[src/rtl/counter_64_axi_pkg.sv]
// counter_64_axi shared definitions
// register offsets, response codes, decode and byte-merge helpers
package counter_64_axi_pkg;

   localparam logic [11:0] ADDR_COUNT  = 12'h000;
   localparam logic [11:0] ADDR_CTRL   = 12'h008;

   localparam logic [1:0]  RESP_OKAY   = 2'b00;
   localparam logic [1:0]  RESP_SLVERR = 2'b10;

   typedef enum logic [1:0] {
      SEL_COUNT,
      SEL_CTRL,
      SEL_NONE
   } reg_sel_e;

   typedef enum logic {
      R_IDLE,
      R_RESP
   } rd_state_e;

   typedef enum logic [1:0] {
      W_IDLE,
      W_ACK,
      W_RESP
   } wr_state_e;

   // only address bits [4:3] select a register
   function automatic reg_sel_e decode(input logic [1:0] a);
      reg_sel_e s;
      s = SEL_NONE;
      unique case (1'b1)
         (a == ADDR_COUNT[4:3]): s = SEL_COUNT;
         (a == ADDR_CTRL[4:3]):  s = SEL_CTRL;
         default:                s = SEL_NONE;
      endcase
      return s;
   endfunction

   function automatic logic [63:0] apply_wstrb(
      input logic [63:0] cur,
      input logic [63:0] wd,
      input logic [7:0]  strb
   );
      logic [63:0] r;
      r = cur;
      for (int i = 0; i < 8; i++) begin
         if (strb[i]) r[i*8 +: 8] = wd[i*8 +: 8];
      end
      return r;
   endfunction

endpackage

[src/rtl/counter_64_axi_axil_slave_if.sv]
// AXI4-Lite slave handshake FSMs for counter_64_axi
// turns AR/R and AW/W/B traffic into register strobes
module axil_slave_if
   import counter_64_axi_pkg::*;
#(
   parameter int ADDR_WIDTH = 12
) (
   input  logic                  aclk,
   input  logic                  areset,
   input  logic                  arvalid,
   output logic                  arready,
   input  logic [ADDR_WIDTH-1:0] araddr,
   output logic                  rvalid,
   input  logic                  rready,
   output logic [63:0]           rdata,
   output logic [1:0]            rresp,
   input  logic                  awvalid,
   output logic                  awready,
   input  logic [ADDR_WIDTH-1:0] awaddr,
   input  logic                  wvalid,
   output logic                  wready,
   input  logic [63:0]           wdata,
   input  logic [7:0]            wstrb,
   output logic                  bvalid,
   input  logic                  bready,
   output logic [1:0]            bresp,
   output logic [1:0]            rd_addr,
   input  logic [63:0]           rd_data,
   input  logic                  rd_err,
   output logic                  wr_en,
   output logic [1:0]            wr_addr,
   output logic [63:0]           wr_data,
   output logic [7:0]            wr_strb,
   input  logic                  wr_err
);

   rd_state_e rd_st;
   wr_state_e wr_st;
   logic      wr_ack;
   logic      unused_addr;

   assign unused_addr = ^{araddr[ADDR_WIDTH-1:5], araddr[2:0],
                          awaddr[ADDR_WIDTH-1:5], awaddr[2:0]};

   assign rd_addr = araddr[4:3];
   assign wr_addr = awaddr[4:3];
   assign wr_data = wdata;
   assign wr_strb = wstrb;
   assign awready = wr_ack;
   assign wready  = wr_ack;
   assign wr_en   = wr_ack & awvalid & wvalid;

   // read channel: capture the register value on AR handshake, hold until R
   always_ff @(posedge aclk) begin
      if (areset) begin
         rd_st   <= R_IDLE;
         arready <= 1'b0;
         rvalid  <= 1'b0;
         rdata   <= '0;
         rresp   <= RESP_OKAY;
      end else begin
         case (rd_st)
            R_IDLE: begin
               if (arvalid && arready) begin
                  arready <= 1'b0;
                  rvalid  <= 1'b1;
                  rdata   <= rd_data;
                  rresp   <= rd_err ? RESP_SLVERR : RESP_OKAY;
                  rd_st   <= R_RESP;
               end else begin
                  arready <= 1'b1;
               end
            end
            R_RESP: begin
               if (rready) begin
                  rvalid  <= 1'b0;
                  arready <= 1'b1;
                  rd_st   <= R_IDLE;
               end
            end
            default: rd_st <= R_IDLE;
         endcase
      end
   end

   // write channel: one-cycle joint AW/W accept, then hold B until bready
   always_ff @(posedge aclk) begin
      if (areset) begin
         wr_st  <= W_IDLE;
         wr_ack <= 1'b0;
         bvalid <= 1'b0;
         bresp  <= RESP_OKAY;
      end else begin
         case (wr_st)
            W_IDLE: begin
               if (awvalid && wvalid) begin
                  wr_ack <= 1'b1;
                  wr_st  <= W_ACK;
               end
            end
            W_ACK: begin
               if (awvalid && wvalid) begin
                  wr_ack <= 1'b0;
                  bvalid <= 1'b1;
                  bresp  <= wr_err ? RESP_SLVERR : RESP_OKAY;
                  wr_st  <= W_RESP;
               end
            end
            W_RESP: begin
               if (bready) begin
                  bvalid <= 1'b0;
                  wr_st  <= W_IDLE;
               end
            end
            default: wr_st <= W_IDLE;
         endcase
      end
   end

endmodule

[src/rtl/counter_64_axi.sv]
// counter_64_axi: free-running 64-bit timestamp counter
// readable, loadable and gateable over AXI4-Lite
module counter_64_axi
   import counter_64_axi_pkg::*;
#(
   parameter int ADDR_WIDTH = 12,
   parameter int DATA_WIDTH = 64
) (
   input  logic                    s_axi_aclk,
   input  logic                    s_axi_areset,
   output logic [DATA_WIDTH-1:0]   cnt,
   input  logic                    s_axi_arvalid,
   output logic                    s_axi_arready,
   input  logic [ADDR_WIDTH-1:0]   s_axi_araddr,
   input  logic [2:0]              s_axi_arprot,
   output logic                    s_axi_rvalid,
   input  logic                    s_axi_rready,
   output logic [DATA_WIDTH-1:0]   s_axi_rdata,
   output logic [1:0]              s_axi_rresp,
   input  logic                    s_axi_awvalid,
   output logic                    s_axi_awready,
   input  logic [ADDR_WIDTH-1:0]   s_axi_awaddr,
   input  logic [2:0]              s_axi_awprot,
   input  logic                    s_axi_wvalid,
   output logic                    s_axi_wready,
   input  logic [DATA_WIDTH-1:0]   s_axi_wdata,
   input  logic [DATA_WIDTH/8-1:0] s_axi_wstrb,
   output logic                    s_axi_bvalid,
   input  logic                    s_axi_bready,
   output logic [1:0]              s_axi_bresp
);

   logic [1:0]  rd_addr;
   logic [1:0]  wr_addr;
   logic [63:0] rd_data;
   logic [63:0] wr_data;
   logic [7:0]  wr_strb;
   logic        rd_err;
   logic        wr_err;
   logic        wr_en;
   logic        en;
   reg_sel_e    rd_sel;
   reg_sel_e    wr_sel;
   logic        unused_prot;

   assign unused_prot = ^{s_axi_arprot, s_axi_awprot};

   assign rd_sel = decode(rd_addr);
   assign wr_sel = decode(wr_addr);
   assign wr_err = (wr_sel == SEL_NONE);

   axil_slave_if #(
      .ADDR_WIDTH (ADDR_WIDTH)
   ) u_if (
      .aclk    (s_axi_aclk),
      .areset  (s_axi_areset),
      .arvalid (s_axi_arvalid),
      .arready (s_axi_arready),
      .araddr  (s_axi_araddr),
      .rvalid  (s_axi_rvalid),
      .rready  (s_axi_rready),
      .rdata   (s_axi_rdata),
      .rresp   (s_axi_rresp),
      .awvalid (s_axi_awvalid),
      .awready (s_axi_awready),
      .awaddr  (s_axi_awaddr),
      .wvalid  (s_axi_wvalid),
      .wready  (s_axi_wready),
      .wdata   (s_axi_wdata),
      .wstrb   (s_axi_wstrb),
      .bvalid  (s_axi_bvalid),
      .bready  (s_axi_bready),
      .bresp   (s_axi_bresp),
      .rd_addr (rd_addr),
      .rd_data (rd_data),
      .rd_err  (rd_err),
      .wr_en   (wr_en),
      .wr_addr (wr_addr),
      .wr_data (wr_data),
      .wr_strb (wr_strb),
      .wr_err  (wr_err)
   );

   // register read mux; unmapped reads return zero with an error flag
   always_comb begin
      rd_data = '0;
      rd_err  = 1'b0;
      case (rd_sel)
         SEL_COUNT: rd_data = cnt;
         SEL_CTRL:  rd_data = {63'd0, en};
         default:   rd_err  = 1'b1;
      endcase
   end

   // counter and enable: a bus load wins over the increment
   always_ff @(posedge s_axi_aclk) begin
      if (s_axi_areset) begin
         cnt <= '0;
         en  <= 1'b1;
      end else begin
         if (wr_en && wr_sel == SEL_COUNT)
            cnt <= apply_wstrb(cnt, wr_data, wr_strb);
         else if (en)
            cnt <= cnt + 64'd1;
         if (wr_en && wr_sel == SEL_CTRL && wr_strb[0])
            en <= wr_data[0];
      end
   end

endmodule

[config.mk]
export PLATFORM = sky130hd
export DESIGN_NAME = counter_64_axi
export DESIGN_NICKNAME = d
export VERILOG_FILES = /design/src/rtl/counter_64_axi_pkg.sv /design/src/rtl/counter_64_axi_axil_slave_if.sv /design/src/rtl/counter_64_axi.sv
export SDC_FILE = /design/constraint.sdc
export NUM_CORES = 1
export LEC_CHECK = 0
export CAP_MARGIN = 5
export CELL_PAD_IN_SITES_DETAIL_PLACEMENT = 0
export CELL_PAD_IN_SITES_GLOBAL_PLACEMENT = 2
export CORE_MARGIN = 1
export CORE_UTILIZATION = 27
export CTS_CLUSTER_DIAMETER = 60
export DETAILED_ROUTE_END_ITERATION = 10
export GPL_TIMING_DRIVEN = 1
export PLACE_DENSITY = 0.95
export SLEW_MARGIN = 20
export SYNTH_ARGS = -nofsm -noshare
export SYNTH_HDL_FRONTEND = slang
export SYNTH_SLANG_ARGS = --single-unit
export TNS_END_PERCENT = 5
[constraint.sdc]
create_clock -name s_axi_aclk -period 4.3 [get_ports s_axi_aclk]
set_clock_uncertainty 0.05 [all_clocks]
set_input_delay 0.645 -clock s_axi_aclk [delete_from_list [all_inputs] [get_ports s_axi_aclk]]
set_output_delay 0.645 -clock s_axi_aclk [all_outputs]
set_load 0.02 [all_outputs]
==> results.md, run 1 <==
* Seq/Total Area, Yosys at 39.93%
* Largest regs: cnt: 64 flops, u_if.rdata: 64 flops, u_if.wr_st: 2 flops
* Post-route ant nets at 0
* Synth Area per Inst at 7.662 sq um
* Fin crit period at 2.997 ns
* Post-DP HPWL at 18.93 mm
* # setup viols final at 0
* Peak supply drop at 0.0001844 V
* Crit path arrival time at 3.22 ns
* CTS tree: built
* Area of the multi-input gates at 0.003866 sq mm
* Placed cell area at 0.009400 sq mm
* Core ar. at 0.02518 sq mm
* Lkg Pwr at 3.155 nW
* # diodes at 0
* Cell area after layout at 0.009966 sq mm
* Mapped Cells at 903
* Maximum clock rate at 333.7 MHz
* Share of layout cells above drive strength 1 at 6.709%
* Number of setup buffers added after CTS at 0
* Drt pass-1 iters at 5
* Critical path class: reg -> reg
* Average wire per standard cell at 18.89 um
* Yosys warns at 0
* Pins Over Slew Limit at 0
* Hold Buf Count CTS at 0
* Fin crit share at 69.69%
* Final non-filler cell total at 1433
* Dpl ws at 0.8709 ns
* Number of antenna violations at the first check in global routing at 0
* Number of global-route vias before repair at 7139
* Post-Route M1 WL at 12.40 mm
* GP Congestion at 0.8097
* Die height at 162.1 um
* Met3 WL at 1.699 mm
* Worst-Skew Late Latency at 0.43 ns
* Final setup margin at 1.303 ns
* Reg2reg path depth at 6
* Hold Path Depth at 2
* Total gr overflow at 0
* FF/Latch Area at 0.002763 sq mm
* Placed cell count at 1401
* Power Dens Cells at 302.5 mW/mm^2
* DRC at 0
* Crit path required time at 4.52 ns
* Largest net degree at the start of global routing at 82
* WL final at 27.06 mm
* Port Buf Inserts at 217
* WL met2 at 12.48 mm
* Startpoint Class: flip-flop
* Register-to-register setup slack at 1.30 ns
* RSZ-0062 raised after global routing: no
* Final net count at 1200
* Yosys reg bits at 138
* Fill count at 2598
* Post_cts resized at 0
* CTS Buf Count at 17
* Rel. slew slack at 35.84%
* Post-synth EDFFs at 0
* Clock sinks at 138
* DIE AREA at 0.02627 sq mm
* Initial Util at 27.48%
* Synth Flop Type: dfxtp_1
* Drt initial violations at 622
* Final hold vios at 0
* Die width at 162.1 um
* Gr usage total at 20.30%
* Run status: finished, final reports clean
* Clock-pin slew on the worst setup and hold paths at 0.06 ns
* Longest Clk Path Bufs at 2
* First-pass GRT wire length at 41.42 mm
* Syn-to-layout area delta at 44.03%
* Via count at 7711
* HP Class: reg -> reg
* CTS Root Cell: clkbuf_16
* Synthesized area at 0.006919 sq mm
* Highest routing layer actually used: met4
* Crit path capture type: flip-flop
* Max-capacitance violation count at 0
* # rows at 58
* Least-Margin Pin Slew at 0.9624 ns
* Share of synthesized flip-flops with an asynchronous set or reset at 0%
* Design Power at 3.015 mW
* Synth cell types at 71
* CTS H-Tree Depth at 4
* Post-Route Setup TNS at 0 ns
* CP Max Fanout at 12
* Top Ports at 246
* DR vias/cell at 5.381
-- per-stage QoR --
| step | hold slack (ns) | utilization (%) |
|---|---|---|
| finish | 0.4000 | 39.58 |
| global route | 0.4118 | 39.58 |
| CTS | 0.4041 | 39.58 |
| detailed placement | 0.3952 | 37.33 |
| global placement | 0.3882 | 37.33 |
| floorplan | 0.3922 | - |
-- cells in the mapped netlist, drive strengths merged (2+ instances only) --
| master | n | area [sq um] |
|---|---|---|
| a2111oi | 4 | 41.29 |
| a211oi | 7 | 52.55 |
| a21bo | 2 | 20.02 |
| a21o | 3 | 22.52 |
| a21oi | 108 | 540.5 |
| a221oi | 5 | 43.79 |
| a22oi | 13 | 97.59 |
| a2bb2oi | 2 | 17.52 |
| a311oi | 4 | 35.03 |
| a31oi | 11 | 68.82 |
| a32oi | 2 | 17.52 |
| a41oi | 2 | 17.52 |
| and2 | 4 | 26.28 |
| and3 | 19 | 118.9 |
| and4 | 10 | 88.84 |
| buf | 18 | 83.83 |
| clkbuf | 47 | 177.7 |
| dfxtp | 138 | 2763 |
| inv | 16 | 60.06 |
| mux2 | 2 | 22.52 |
| mux2i | 10 | 100.1 |
| nand2 | 139 | 524.3 |
| nand2b | 5 | 31.28 |
| nand3 | 97 | 495.5 |
| nand3b | 2 | 15.01 |
| nand4 | 21 | 167.7 |
| nand4b | 2 | 17.52 |
| nor2 | 59 | 221.5 |
| nor3 | 40 | 200.2 |
| nor4 | 27 | 224.0 |
| o211ai | 7 | 52.55 |
| o21ai | 17 | 85.08 |
| o221ai | 8 | 70.07 |
| o22ai | 10 | 62.56 |
| o31a | 2 | 17.52 |
| o31ai | 6 | 45.04 |
| o32ai | 3 | 26.28 |
| or3 | 5 | 31.28 |
| or4 | 4 | 30.03 |
| xnor2 | 3 | 26.28 |
-- final cells by class --
class	count	share of cell area [%]
multi-input cells	684	38.79
flip-flops and latches	138	27.72
repair buffers	232	23.03
clock buffers	21	4.721
well taps	330	4.143
clock inverters	11	0.9542
inverters	17	0.6403
-- placed cells by master, fill, tap and decap left out, types with 8 or more instances in the layout --
cell type,netlist,layout
clkdlybuf4s50_1,0,216
nand2_1,138,138
dfxtp_1,138,138
a21oi_1,108,107
nand3_1,95,95
nor2_1,59,57
nor3_1,40,40
nor4_1,21,21
and3_1,19,19
nand4_1,18,18
clkbuf_16,0,17
inv_1,16,16
o21ai_0,17,16
buf_4,3,15
a22oi_1,13,13
a31oi_1,11,11
mux2i_1,10,10
o22ai_1,10,10
and4_1,9,9
o221ai_1,8,8
-- report_power, final --
group          total [mW]  switching (mW)  internal [mW]  leakage, nW
sequential           1.31          0.0191           1.29         1.11
clock                1.44           0.606          0.839        0.275
combinational       0.260           0.146          0.114         1.77
total                3.01           0.770           2.24         3.16
-- routing by layer --
metal	vias to the layer above	track usage, %
li1	3713	-
met1	3699	28.04
met2	268	31.31
met3	31	4.239
met4	0	6.561
met5	-	0
-- critical path, stage by stage (launching register included) --
cell and delay (ns):
dfxtp_1 0.46, nand4_1 0.54, nor4_1 0.75, nand2_1 0.30
nor4_1 0.43, mux2i_1 0.25, nor3_1 0.06
-- worst paths after layout --
kind	startpoint	endpoint
max reg2reg	cnt[33]$_SDFFE_PP0P_	cnt[53]$_SDFFE_PP0P_
min	u_if.rdata[30]$_SDFFE_PP0P_	u_if.rdata[30]$_SDFFE_PP0P_
max	cnt[33]$_SDFFE_PP0P_	cnt[53]$_SDFFE_PP0P_
min reg2reg	u_if.rdata[30]$_SDFFE_PP0P_	u_if.rdata[30]$_SDFFE_PP0P_
-- logic make-up after synthesis --
group,count (synthesis),share of synthesized area [%]
DFF,138,39.93
buffers and inverters,82,4.702
and+or+nand+nor,440,32.39
AOI/OAI and AO/OA,225,20.47
xor gates and xnor gates,4,0.5064
other,1,0.05420
muxes,12,1.772
adders and majority gates,1,0.1808
Note: power is estimated with default switching activity, not from simulation.
==> run 2, diff against run 1 <==
- CORE_UTILIZATION: 27 -> 25
- PLACE_DENSITY: 0.95 -> 0.89
- clock period: 4.3 -> 3.04 ns (I/O delays scaled with it)
==> run 2 against run 1 <==
Against the previous run:
- sequential power up 41%
- critical endpoint is now cnt[63]$_SDFFE_PP0P_
- combinational power is 52% higher
- utilization shrank 0.84 points
- cell count rose by 4.0%
- worst hold slack got worse by 0.12 ns
- power grew 52%
==> results.md, run 2 (synthesized netlist as in run 1, its figures left out) <==
* Die height at 168.4 um (+3.9%)
* Crit path arrival time at 2.95 ns (-0.27 ns)
* GP Congestion at 0.8093 (about the same)
* RSZ-0062 raised after global routing: no
* Reg2reg path depth at 6 (unchanged)
* Crit path required time at 3.27 ns (-1.25 ns)
* Fin crit share at 89.22% (+20 points)
* Die width at 168.4 um (+3.9%)
* Most common cell after layout, fill and taps aside: clkdlybuf4s50_1
* Share of layout cells above drive strength 1 at 10.45% (+3.7 points)
* CTS Root Cell: clkbuf_16
* CTS H-Tree Depth at 4 (unchanged)
* FF/Latch Area at 0.002763 sq mm (unchanged)
* Post-Route Setup TNS at 0 ns (unchanged)
* Commonest non-fill, non-tap cells in the layout: 216 x clkdlybuf4s50_1, 138 x nand2_1, 138 x dfxtp_1
* Startpoint Class: flip-flop
* Longest Clk Path Bufs at 2 (unchanged)
* CP Max Fanout at 8 (-4)
* Lkg Pwr at 3.436 nW (+8.9%)
* Peak supply drop at 0.0002601 V (+41%)
* Fill count at 2793 (+7.5%)
* Hold Path Depth at 2 (unchanged)
* Core ar. at 0.02703 sq mm (+7.3%)
* Number of antenna violations at the first check in global routing at 3 (+3)
* Run status: finished, final reports clean
* Final net count at 1245 (+3.8%)
* DIE AREA at 0.02835 sq mm (+7.9%)
* Number of setup buffers added after CTS at 0 (unchanged)
* First-pass GRT wire length at 43.82 mm (+5.8%)
* Post-DP HPWL at 20.35 mm (+7.5%)
* Hold Buf Count CTS at 0 (unchanged)
* Fin crit period at 2.712 ns (-0.2843 ns)
* Largest regs: cnt: 64 flops, u_if.rdata: 64 flops, u_if.wr_st: 2 flops
* CTS tree: built
* Pins Over Slew Limit at 0 (unchanged)
* WL final at 28.36 mm (+4.8%)
* Rel. slew slack at 44.56% (+8.7 points)
* Largest net degree at the start of global routing at 71 (-13%)
* Via count at 7809 (+1.3%)
* HP Class: in -> reg
* Drt initial violations at 400 (-36%)
* Total gr overflow at 0 (unchanged)
* Final hold vios at 0 (unchanged)
* Post-route ant nets at 0 (unchanged)
* Worst-Skew Late Latency at 0.43 ns (about the same)
* Area of the multi-input gates at 0.003866 sq mm (unchanged)
* Drt pass-1 iters at 4 (-1)
* Max-capacitance violation count at 0 (unchanged)
* # rows at 60 (+3.4%)
* Critical path class: reg -> reg
* Power Dens Cells at 439.1 mW/mm^2 (+45%)
* # setup viols final at 0 (unchanged)
* Crit path capture type: flip-flop
* Syn-to-layout area delta at 51.30%
* Maximum clock rate at 368.7 MHz (+10%)
* Least-Margin Pin Slew at 0.8316 ns (-0.1308 ns)
* Post_cts resized at 0 (unchanged)
* Initial Util at 25.60% (-1.9 points)
* Clock sinks at 138 (unchanged)
* CTS Buf Count at 17 (unchanged)
* Dpl ws at 0.1574 ns (-0.7134 ns)
* DRC at 0 (unchanged)
* DR vias/cell at 5.237 (-2.7%)
* Clock-pin slew on the worst setup and hold paths at 0.06 ns (about the same)
* Average wire per standard cell at 19.02 um (+0.72%)
* Port Buf Inserts at 217 (unchanged)
* Number of global-route vias before repair at 7514 (+5.3%)
* Top Ports at 246 (unchanged)
* Gr usage total at 19.99% (-0.31 points)
* Final setup margin at 0.3278 ns (-0.9757 ns)
==> run 2: changes by cell type in the layout (fill, tap and decap cells not counted), sizes merged <==
cell / previous run / this run
clkinvlp: 3 / 5
bufinv: 1 / 5
diode: 0 / 2
buf: 16 / 61
clkbuf: 21 / 17
clkinv: 7 / 5
==> run 2: worst max-delay path: stages, from the launching register on <==
cell,delay (ns)
dfxtp_1,0.47
nand4_1,0.37
nor4_1,0.67
nand4_1,0.28
nor2_1,0.40
and4_1,0.27
nor4_2,0.04
==> run 2: per-layer routing <==
layer | vias to the layer above | global-route usage [%] | wire (um)
met5 | - | 0 | 13
met4 | 2 | 7.273 | 561
met3 | 38 | 3.902 | 1559
met2 | 232 | 31.52 | 12960
met1 | 3745 | 26.95 | 13270
li1 | 3792 | - | -
==> run 2: cell type report <==
class	instances	share of cell area (%)
diodes	2	0.04781
repair buffers	277	25.74
multi-input cells	684	36.93
clock buffers	17	4.064
well taps	341	4.076
inverters	17	0.6095
flip-flops and latches	138	26.39
clock inverters	15	2.139
==> run 2: path summary, 6_finish.rpt <==
kind | startpoint | end | slack, ns
worst min register to register | u_if.rdata[24]$_SDFFE_PP0P_ | u_if.rdata[24]$_SDFFE_PP0P_ | 0.40
worst min-delay path | s_axi_areset | u_if.rdata[10]$_SDFFE_PP0P_ | 0.28
worst max-delay path | cnt[33]$_SDFFE_PP0P_ | cnt[63]$_SDFFE_PP0P_ | 0.33
worst max register to register | cnt[33]$_SDFFE_PP0P_ | cnt[63]$_SDFFE_PP0P_ | 0.33
==> run 2: power by group <==
part / switching, mW / internal, mW
clock network: 0.896 / 1.46
logic: 0.216 / 0.179
registers: 0.0213 / 1.83
==> run 2: metrics by stage <==
step                      total power, mW  instances  hold slack (ns)  utilization, %  instance area [sq um]
after floorplan                     2.045        904           0.3922               -                   6923
after global placement              2.283       1457           0.3879           36.31                   9814
after detailed placement            2.285       1457           0.3926           36.31                   9814
after CTS                           4.642       1489           0.2709           38.72                  10460
after global routing                4.759       1491           0.2850           38.74                  10470
final                               4.597       1491           0.2818           38.74                  10470
